## config.mk

```make
export PLATFORM = sky130hd
export DESIGN_NAME = mii_frame_monitor
export DESIGN_NICKNAME = d
export VERILOG_FILES = /design/src/rtl/mii_frame_monitor.sv
export SDC_FILE = /design/constraint.sdc
export NUM_CORES = 1
export LEC_CHECK = 0
export ABC_CLOCK_PERIOD_IN_PS = 8100
export CAP_MARGIN = 10
export CORE_AREA = 5 5 127 129
export DETAILED_ROUTE_END_ITERATION = 10
export DIE_AREA = 0 0 132 134
export PLACE_DENSITY = 0.91
export SLEW_MARGIN = 25
export SYNTH_ARGS = -nofsm -noshare
export SYNTH_HDL_FRONTEND = slang
export SYNTH_SLANG_ARGS = --single-unit
```

## constraint.sdc

```tcl
create_clock -name clk -period 8.1 [get_ports clk]
set_clock_uncertainty 0.2 [all_clocks]
set_input_delay 1.62 -clock clk [delete_from_list [all_inputs] [get_ports clk]]
set_output_delay 1.62 -clock clk [all_outputs]
set_load 0.03 [all_outputs]
```

## src/rtl/mii_frame_monitor.sv

```systemverilog
// Passive MII TX-path monitor: measures frame and inter-packet-gap lengths,
// flags protocol violations and keeps saturating frame/error statistics.
module mii_frame_monitor #(
   parameter int unsigned DATA_WIDTH  = 64,
   parameter int unsigned CTRL_WIDTH  = DATA_WIDTH / 8,
   parameter logic [7:0]  IDLE_CODE   = 8'h07,
   parameter logic [7:0]  START_CODE  = 8'hFB,
   parameter logic [7:0]  TERM_CODE   = 8'hFD,
   parameter int unsigned MIN_PAYLOAD = 46,
   parameter int unsigned MAX_PAYLOAD = 1500,
   parameter int unsigned MIN_IPG     = 12,
   parameter int unsigned MAX_IPG     = 40,
   parameter int unsigned CNT_WIDTH   = 32
) (
   input  logic                  clk,
   input  logic                  i_rst,
   input  logic                  i_valid,
   input  logic [DATA_WIDTH-1:0] i_tx_data,
   input  logic [CTRL_WIDTH-1:0] i_tx_ctrl,
   input  logic                  i_clear_counters,
   output logic                  o_in_frame,
   output logic                  o_frame_done,
   output logic [15:0]           o_frame_len,
   output logic                  o_payload_error,
   output logic                  o_gap_done,
   output logic [15:0]           o_ipg_len,
   output logic                  o_intergap_error,
   output logic                  o_other_error,
   output logic [CNT_WIDTH-1:0]  o_frame_count,
   output logic [CNT_WIDTH-1:0]  o_error_count
);

   localparam int unsigned      LEN_W    = 16;
   localparam logic [LEN_W-1:0] LANES    = LEN_W'(CTRL_WIDTH);
   localparam logic [LEN_W-1:0] LANES_M1 = LEN_W'(CTRL_WIDTH - 1);

   typedef enum logic [1:0] {
      WAIT_START = 2'd0,
      IN_FRAME   = 2'd1,
      IN_GAP     = 2'd2
   } state_t;

   state_t                 state_q, state_d;
   logic [LEN_W-1:0]       len_q, len_d;
   logic [LEN_W-1:0]       gap_q, gap_d;
   logic                   err_q, err_d;

   logic [CTRL_WIDTH-1:0]  lane_idle;
   logic [CTRL_WIDTH-1:0]  lane_term;
   logic                   start_lane0;
   logic                   term_hit;
   logic [LEN_W-1:0]       term_lane;
   logic                   frame_word_err;
   logic                   gap_word_err;

   logic                   in_frame_d;
   logic                   frame_done_d;
   logic [LEN_W-1:0]       frame_len_d;
   logic                   payload_err_d;
   logic                   gap_done_d;
   logic [LEN_W-1:0]       ipg_len_d;
   logic                   intergap_err_d;
   logic                   other_err_d;
   logic                   report_err;
   logic [CNT_WIDTH-1:0]   frame_cnt_d;
   logic [CNT_WIDTH-1:0]   error_cnt_d;

   function automatic logic [LEN_W-1:0] sat_add(input logic [LEN_W-1:0] a,
                                                input logic [LEN_W-1:0] b);
      logic [LEN_W:0] sum;
      sum = {1'b0, a} + {1'b0, b};
      return sum[LEN_W] ? {LEN_W{1'b1}} : sum[LEN_W-1:0];
   endfunction

   function automatic logic out_of_range(input logic [LEN_W-1:0] v,
                                         input int unsigned      lo,
                                         input int unsigned      hi);
      return (32'(v) < lo) || (32'(v) > hi);
   endfunction

   // Per-lane classification of the incoming word.
   always_comb begin
      lane_idle = '0;
      lane_term = '0;
      for (int unsigned k = 0; k < CTRL_WIDTH; k++) begin
         lane_idle[k] = i_tx_ctrl[k] && (i_tx_data[8*k +: 8] == IDLE_CODE);
         lane_term[k] = i_tx_ctrl[k] && (i_tx_data[8*k +: 8] == TERM_CODE);
      end
   end

   // First TERM lane wins; lanes above it must be idle, control below it is illegal.
   always_comb begin
      start_lane0    = i_tx_ctrl[0] && (i_tx_data[7:0] == START_CODE);
      term_hit       = 1'b0;
      term_lane      = '0;
      frame_word_err = 1'b0;
      gap_word_err   = ~(&lane_idle);
      for (int unsigned k = 0; k < CTRL_WIDTH; k++) begin
         if (term_hit) begin
            if (!lane_idle[k]) begin
               frame_word_err = 1'b1;
            end
         end else if (lane_term[k]) begin
            term_hit  = 1'b1;
            term_lane = LEN_W'(k);
         end else if (i_tx_ctrl[k]) begin
            frame_word_err = 1'b1;
         end
      end
   end

   always_comb begin
      state_d        = state_q;
      len_d          = len_q;
      gap_d          = gap_q;
      err_d          = err_q;
      frame_done_d   = 1'b0;
      gap_done_d     = 1'b0;
      frame_len_d    = o_frame_len;
      payload_err_d  = o_payload_error;
      ipg_len_d      = o_ipg_len;
      intergap_err_d = o_intergap_error;
      other_err_d    = o_other_error;

      if (i_valid) begin
         case (state_q)
            WAIT_START: begin
               if (start_lane0) begin
                  state_d = IN_FRAME;
                  len_d   = LANES_M1;
                  err_d   = 1'b0;
               end
            end
            IN_FRAME: begin
               if (start_lane0) begin
                  // Restart without TERM: close the truncated frame as an error.
                  frame_done_d  = 1'b1;
                  frame_len_d   = len_q;
                  payload_err_d = out_of_range(len_q, MIN_PAYLOAD, MAX_PAYLOAD);
                  other_err_d   = 1'b1;
                  len_d         = LANES_M1;
                  err_d         = 1'b0;
               end else if (term_hit) begin
                  frame_done_d  = 1'b1;
                  frame_len_d   = sat_add(len_q, term_lane);
                  payload_err_d = out_of_range(frame_len_d, MIN_PAYLOAD, MAX_PAYLOAD);
                  other_err_d   = err_q || frame_word_err;
                  state_d       = IN_GAP;
                  gap_d         = LANES_M1 - term_lane;
                  err_d         = 1'b0;
               end else begin
                  len_d = sat_add(len_q, LANES);
                  err_d = err_q || frame_word_err;
               end
            end
            IN_GAP: begin
               if (start_lane0) begin
                  gap_done_d     = 1'b1;
                  ipg_len_d      = gap_q;
                  intergap_err_d = out_of_range(gap_q, MIN_IPG, MAX_IPG);
                  other_err_d    = err_q;
                  state_d        = IN_FRAME;
                  len_d          = LANES_M1;
                  err_d          = 1'b0;
               end else begin
                  gap_d = sat_add(gap_q, LANES);
                  err_d = err_q || gap_word_err;
               end
            end
            default: begin
               state_d = WAIT_START;
            end
         endcase
      end

      in_frame_d = (state_d == IN_FRAME);

      report_err = (frame_done_d && (payload_err_d || other_err_d)) ||
                   (gap_done_d && (intergap_err_d || other_err_d));

      // Clear has priority over a same-cycle increment.
      frame_cnt_d = o_frame_count;
      error_cnt_d = o_error_count;
      if (i_clear_counters) begin
         frame_cnt_d = '0;
         error_cnt_d = '0;
      end else begin
         if (frame_done_d && (o_frame_count != {CNT_WIDTH{1'b1}})) begin
            frame_cnt_d = o_frame_count + CNT_WIDTH'(1);
         end
         if (report_err && (o_error_count != {CNT_WIDTH{1'b1}})) begin
            error_cnt_d = o_error_count + CNT_WIDTH'(1);
         end
      end
   end

   always_ff @(posedge clk) begin
      if (i_rst) begin
         state_q          <= WAIT_START;
         len_q            <= '0;
         gap_q            <= '0;
         err_q            <= 1'b0;
         o_in_frame       <= 1'b0;
         o_frame_done     <= 1'b0;
         o_frame_len      <= '0;
         o_payload_error  <= 1'b0;
         o_gap_done       <= 1'b0;
         o_ipg_len        <= '0;
         o_intergap_error <= 1'b0;
         o_other_error    <= 1'b0;
         o_frame_count    <= '0;
         o_error_count    <= '0;
      end else begin
         state_q          <= state_d;
         len_q            <= len_d;
         gap_q            <= gap_d;
         err_q            <= err_d;
         o_in_frame       <= in_frame_d;
         o_frame_done     <= frame_done_d;
         o_frame_len      <= frame_len_d;
         o_payload_error  <= payload_err_d;
         o_gap_done       <= gap_done_d;
         o_ipg_len        <= ipg_len_d;
         o_intergap_error <= intergap_err_d;
         o_other_error    <= other_err_d;
         o_frame_count    <= frame_cnt_d;
         o_error_count    <= error_cnt_d;
      end
   end

endmodule

```

==> run summary, run 1 <==
Status - finished, final reports clean
Clock sink count - 135
Setup violators final - 0
Cell area after layout - 10400 sq um
Buffer count from post-CTS setup fixing - 0
Die X - 132 microns
Period utilization - 0.864
Number of global-route vias before repair - 7945
CP Capture Type - register
Crit path capture - o_error_count[20]
Initial antenna violation count - 0
DR WL/cell - 17.4 microns
Final HPWL from detailed placement - 16700 microns
WL met1 - 10000 microns
Crit start category - primary input
FMAX - 143 MHz
WP data required - 8210 ps
Hold_buf cts - 0
Crit Path Max Fanout - 58
Crit Reg-Reg Endpoint - o_error_count[20]
Largest net degree at the start of global routing - 70
Top FF cell, synth - dfxtp_1
Setup_tns - 0 ps
Crit-path slowest cell - o21a_2
Core area - 14900 sq um
Syn_nets - 1123
CTS Buf Count - 17
P_leak - 0.00340 uW
Synth top cells by count - dfxtp_1 (135), nand2_1 (109), a21oi_1 (102), nor2_1 (100), nand3_1 (58)
Synth unique cells - 80
Leading area contributor after synthesis - dfxtp_1
Arrival @ worst endpoint - 7110 ps
Post-Synthesis Cells - 1035
Top cells by area, synth - dfxtp_1 (34%), a21oi_1 (6.4%), nand2_1 (5.1%), nor2_1 (4.7%), nand3_1 (3.6%)
Worst-Skew Late Latency - 420 ps
Seq cells post-synth - 135
Share of layout cells above drive strength 1 - 0.0593
# IOs - 178
Synth top area share - 0.339
Worst Tran Pin Value - 1030 ps
Highest Signal Layer - met4
Met2 routed WL - 11500 microns
Total GRT Usage - 0.260
FP Rows - 45
Overflow after GRT - 0
Synth-to-Final Area Change - 30.6%
Clk slew on worst S/H paths - 60 ps
Clock Path Buffers - 2
Final Hold Slack - 253 ps
R2R setup slack - 3620 ps
Syn avg cell area - 7.71 sq um
Clock Tree Root - clkbuf_16
Number of enable flip-flop cells after synthesis - 0
Syn. warnings - 0
Unrepaired setup endpoints after global routing - false
Register area share after synthesis - 0.339
DR iter-0 viols - 861
First-pass GRT wire length - 39300 microns
DRT antenna net count - 0
Critical Setup Path Class - primary input to register
Nets - 1256
Worst-path cell chain - clkdlybuf4s50_1 > nand3_2 > nor4_4 > nor4b_2 > nand2_2 > o21ai_0 > o31a_1 > ha_1 > inv_1 > fa_1 > nor2b_1 > or2_2 > nor2_1 > o21ba_2 > or4b_1 > nand3_1 > and4b_1 > o21a_2 > nor3_1 > o211a_1
Vias - 8566
Metal3 WL - 1930 microns
CP max stage delay - 740 ps
Vias/cell - 6.26
Initial Utilization - 0.535
Hold Crit Class - register to register
Placer Congestion - 0.950
Area after DPL - 9730 sq um
Slew Limit Fails - 0
Crit path launch - i_tx_data[2]
PD cells - 159 nW/um^2
DIE HEIGHT - 134 microns
H-tree Lvls - 4
Detailed Routing Iterations Pass 1 - 5
Hold Vio Cnt, Final - 0
Most numerous cell in the Yosys netlist - dfxtp_1
Diode count - 0
Remaining DRCs - 0
Port Buffers - 177
CTS tree - done
MaxCap Viol Count - 0
Post-synth ARST share - 0
Fin crit period - 7000 ps
PostCTS Resize Cnt - 0
R2R cell count - 13
Peak VDD IR - 151 uV
Die Area - 17700 sq um
Synth Cell Area - 7980 sq um
Slew headroom - 0.312
R2R Path Start - len_q[1]
Total wire length - 23800 microns
[state kept, by name, indices dropped and copies added (netlist names)]
signal,flops
o_ipg_len,16
o_frame_count,32
o_in_frame,1
state_q,2
len_q,14
o_other_error,1
o_intergap_error,1
o_error_count,32
o_payload_error,1
err_q,1
o_frame_done,1
o_gap_done,1
gap_q,16
o_frame_len,16
[report_power, final]
part	total [uW]	internal [uW]	switching, uW
logic	72.2	40.3	31.9
registers	664	664	0.206
clock network	917	612	306
total	1650	1320	338
[cell usage in the layout, fill, tap and decap left out, types with 9 or more instances in the layout]
cell type / n
a211oi_1: 20
a21oi_1: 102
a31oi_1: 13
and2_1: 12
and3_1: 33
and4_1: 12
clkbuf_16: 17
clkdlybuf4s50_1: 176
dfxtp_1: 135
ha_1: 11
inv_1: 23
nand2_1: 109
nand3_1: 58
nand4_1: 30
nor2_1: 100
nor3_1: 27
nor4_1: 9
o21ai_0: 44
o21ai_1: 10
o31ai_1: 9
or3_1: 32
or4_1: 14
xnor2_1: 18
xor2_1: 18
[cells by family (layout without fill, tap and decap cells)]
| logic type | after synthesis | count (layout) | synth area share |
|---|---|---|---|
| and+or+nand+nor | 496 | 496 | 0.341 |
| AOI/OAI and AO/OA | 256 | 256 | 0.199 |
| DFF | 135 | 135 | 0.339 |
| buffers and inverters | 91 | 237 | 0.0500 |
| xor gates and xnor gates | 36 | 36 | 0.0395 |
| adders and majority gates | 12 | 12 | 0.0197 |
| muxes | 9 | 9 | 0.0130 |
[layer usage]
layer / vias up / track usage
met5: - / 0
met4: 0 / 0.0703
met3: 48 / 0.0713
met2: 388 / 0.436
met1: 4022 / 0.331
li1: 4108 / -
[worst max-delay path, delay by kind of cell]
| kind | cells | cell delay [ps] |
|---|---|---|
| compound gates | 5 | 1520 |
| fa+ha+maj | 2 | 580 |
| simple gates | 11 | 2820 |
| buf+inv | 2 | 550 |
[worst min path at each step]
stage	start	to	slack, ps	cells after the start
final	o_frame_len[7]	o_frame_len[7]	250	2
after detailed placement	o_ipg_len[12]	o_ipg_len[12]	250	2
after global placement	o_frame_len[4]	o_frame_len[4]	240	2
after CTS	o_frame_len[7]	o_frame_len[7]	250	2
after global routing	o_ipg_len[12]	o_ipg_len[12]	280	2
after floorplan	gap_q[1]	o_ipg_len[1]	250	2
[cell type report]
cell class	instances	area, sq um
Inverter	23	86.3
Multi-Input combinational cell	809	4900
Clock inverter	14	270
Sequential cell	135	2700
Fill cell	1161	4490
Tap cell	188	235
Clock buffer	18	429
Timing Repair Buffer	182	1800
[metrics by stage]
stage	std cells	utilization	total power [uW]	setup slack (ps)
2_1_floorplan	1035	-	703	2290
6_report	1369	0.699	1650	1100
3_5_place_dp	1337	0.652	750	812
4_1_cts	1369	0.699	1660	1190
5_1_grt	1369	0.699	1690	735
3_3_place_gp	1337	0.652	749	940
No activity file was read; power rests on OpenSTA's default activity.
==> run 2: changes to the inputs <==
ABC_AREA = 1   (was default)
CORE_AREA = 5 5 131 133   (was 5 5 127 129)
DIE_AREA = 0 0 136 138   (was 0 0 132 134)
SETUP_SLACK_MARGIN = 0.15   (was default)
==> run 2 against run 1 <==
Effect of this change: register-to-register slack better by 480 ps; maximum frequency is 8.3% higher; clock power decreased by 17%.
==> run summary, run 2 <==
Total GRT Usage - 0.280 (+0.0195)
Clock sink count - 135 (unchanged)
CTS tree - done
Most used cell, CP - nand2_1
Setup violators final - 0 (unchanged)
P_leak - 0.00426 uW (+26%)
Status - finished, final reports clean
Final Hold Slack - 293 ps (+39.7 ps)
Regs by FF count - o_error_count x32, o_frame_count x32
Crit start category - primary input
Diode count - 0 (unchanged)
Crit Path Max Fanout - 33 (-43%)
Most common cell after layout, fill and taps aside - nand2_1
Crit-path slowest cell - clkdlybuf4s50_1
Port Buffers - 177 (unchanged)
CP max stage delay - 530 ps (-210 ps)
Hold Crit Class - register to register
Flop pwr share - 0.443 (+0.041)
DR WL/cell - 15.4 microns (-12%)
DR iter-0 viols - 940 (+9.2%)
Cell area after layout - 11100 sq um (+6.5%)
Syn_nets - 1445 (+29%)
Net Sw Power - 336 uW (-0.44%)
Post-Synthesis Cells - 1357 (+31%)
FMAX - 155 MHz (+8.3%)
Initial Utilization - 0.550 (+0.0147)
Total wire length - 26900 microns (+13%)
Crit Reg-Reg Endpoint - o_error_count[10]
Register area share after synthesis - 0.313 (-0.0256)
DRT antenna net count - 0 (unchanged)
Fraction of power spent switching nets - 0.224 (+0.0197)
Hold_buf cts - 0 (unchanged)
Fin crit period - 6460 ps (-537 ps)
R2R Path Start - len_q[1]
Placer Congestion - 0.981 (+3.2%)
Syn avg cell area - 6.37 sq um (-17%)
Slew Limit Fails - 0 (unchanged)
Arrival @ worst endpoint - 6590 ps (-520 ps)
Initial antenna violation count - 0 (unchanged)
PnR worst setup slack - 1640 ps (+537 ps)
H-tree Lvls - 4 (unchanged)
FP Rows - 46 (+2.2%)
Number of global-route vias before repair - 9085 (+14%)
Worst Tran Pin Value - 988 ps (-42.3 ps)
Worst-Skew Late Latency - 420 ps (about the same)
Slew headroom - 0.339 (+0.0270)
Setup_tns - 0 ps (unchanged)
Peak VDD IR - 169 uV (+12%)
Synth top area share - 0.313 (-0.0256)
R2R cell count - 24 (+11)
Unrepaired setup endpoints after global routing - false
Die X - 136 microns (+3.0%)
DIE HEIGHT - 138 microns (+3.0%)
Seq cells post-synth - 135 (unchanged)
PostCTS Resize Cnt - 0 (unchanged)
Final HPWL from detailed placement - 20000 microns (+20%)
Share of layout cells above drive strength 1 - 0.0542 (-0.00509)
Top FF cell, synth - dfxtp_1
Most numerous cell in the Yosys netlist - nand2_1
Combinational group share of total power - 0.052 (+0.008)
Post-synth ARST share - 0 (unchanged)
Clock Power Share - 0.505 (-0.050)
Hold Vio Cnt, Final - 0 (unchanged)
Hold Crit Depth - 2 (unchanged)
Synth top cells by count - nand2_1 (296), nor2_1 (184), inv_1 (155), dfxtp_1 (135), nand3_1 (109)
Pre-CTS setup slack - 1390 ps (+580 ps)
Worst Hold Path EP - o_frame_len[10]
Worst hold start - o_frame_len[10]
R2R setup slack - 4100 ps (+480 ps)
Buffer count from post-CTS setup fixing - 0 (unchanged)
# IOs - 178 (unchanged)
Largest net degree at the start of global routing - 51 (-27%)
Clk slew on worst S/H paths - 60 ps (about the same)
Clock Path Buffers - 2 (unchanged)
Int Power - 1170 uW (-11%)
Nets - 1607 (+28%)
CTS Buf Count - 17 (unchanged)
Synth Cell Area - 8640 sq um (+8.2%)
First-pass GRT wire length - 44000 microns (+12%)
Vias - 9891 (+15%)
Vias/cell - 5.66 (-9.6%)
Overflow after GRT - 0 (unchanged)
Remaining DRCs - 0 (unchanged)
Detailed Routing Iterations Pass 1 - 6 (+1)
CP Capture Type - register
Die Area - 18800 sq um (+6.1%)
Area after DPL - 10500 sq um (+8.3%)
MaxCap Viol Count - 0 (unchanged)
Synth-to-Final Area Change - 28.6%
Clock Tree Root - clkbuf_16
Final core utilization - 0.707 (+0.00810)
Most frequent cells in the layout - nand2_1 (296), nor2_1 (184), clkdlybuf4s50_1 (177)
WP data required - 8230 ps (+20 ps)
Syn. warnings - 0 (unchanged)
Core area - 15700 sq um (+5.3%)
Synth unique cells - 51 (-36%)
Top cells by area, synth - dfxtp_1 (31%), nand2_1 (13%), nor2_1 (8.0%), inv_1 (6.7%), nand3_1 (6.3%)
Period utilization - 0.797 (-0.0663)
Leading area contributor after synthesis - dfxtp_1
PD cells - 135 nW/um^2 (-15%)
Critical Setup Path Class - primary input to register
Number of enable flip-flop cells after synthesis - 0 (unchanged)
==> run 2: cell count changes in the layout (fill, tap and decap cells not counted), moves of 22 or more <==
cell / delta
and3_1: -31
xor2_1: +22
or3_1: -32
nand3_1: +51
nor2_1: +84
inv_1: +131
o21ai_0: +30
nand2_1: +187
==> run 2: cell families (layout without fill, tap and decap cells) <==
logic type      Yosys count  in the layout  synth area share
compound gates          225            225             0.144
flops                   135            135             0.313
simple gates            734            734             0.382
xor+xnor                 51             51            0.0517
fa+ha+maj                12             12            0.0183
buf+inv                 200            375            0.0915
==> run 2: final cells by class <==
type / instances / area, sq um
repair buffers: 182 / 1810
well taps: 216 / 270
flip-flops and latches: 135 / 2700
inverters: 161 / 606
fillers: 1292 / 4610
multi-input cells: 1022 / 5140
clock inverters: 12 / 128
clock buffers: 20 / 447
==> run 2: worst max-delay path: cells and delay by family <==
kind | cells | cell delay, ps
AND/OR/NAND/NOR | 26 | 3180
adder cells (fa/ha/maj) | 2 | 640
buffers and inverters | 5 | 850
AO/OA/AOI/OAI | 2 | 270
==> run 2: power by group through the flow <==
stage | combinational, uW | sequential [uW] | clock, uW
detailed placement | 77.6 | 679 | 0
CTS | 78.0 | 665 | 761
finish | 78.6 | 665 | 759
global route | 85.7 | 664 | 796
floorplan | 28.6 | 679 | 0
global placement | 75.6 | 679 | 0
==> run 2: worst max-delay path by stage <==
stage,start,to,slack (ps),cells past startpoint
3_5_place_dp,i_tx_data[1],o_error_count[10],1390,34
3_3_place_gp,i_tx_data[1],o_error_count[16],1660,34
4_1_cts,i_tx_data[1],o_error_count[10],1740,35
5_1_grt,i_tx_data[1],o_error_count[10],1190,35
2_1_floorplan,i_tx_data[9],o_error_count[22],3080,34
6_report,i_tx_data[1],o_error_count[10],1640,35
==> run 2: routing by layer <==
layer / part of all wire / global-route usage / routed length [microns] / up-vias
li1: - / - / - / 4814
met1: 0.42 / 0.371 / 11300 / 4522
met2: 0.48 / 0.456 / 12800 / 491
met3: 0.083 / 0.0519 / 2230 / 64
met4: 0.022 / 0.0939 / 604 / 0
met5: 0 / 0 / 0 / -
==> run 2: stage by stage <==
stage | std cells | power [uW]
finish | 1748 | 1500
global route | 1748 | 1550
CTS | 1748 | 1500
detailed placement | 1716 | 757
global placement | 1716 | 755
floorplan | 1357 | 708
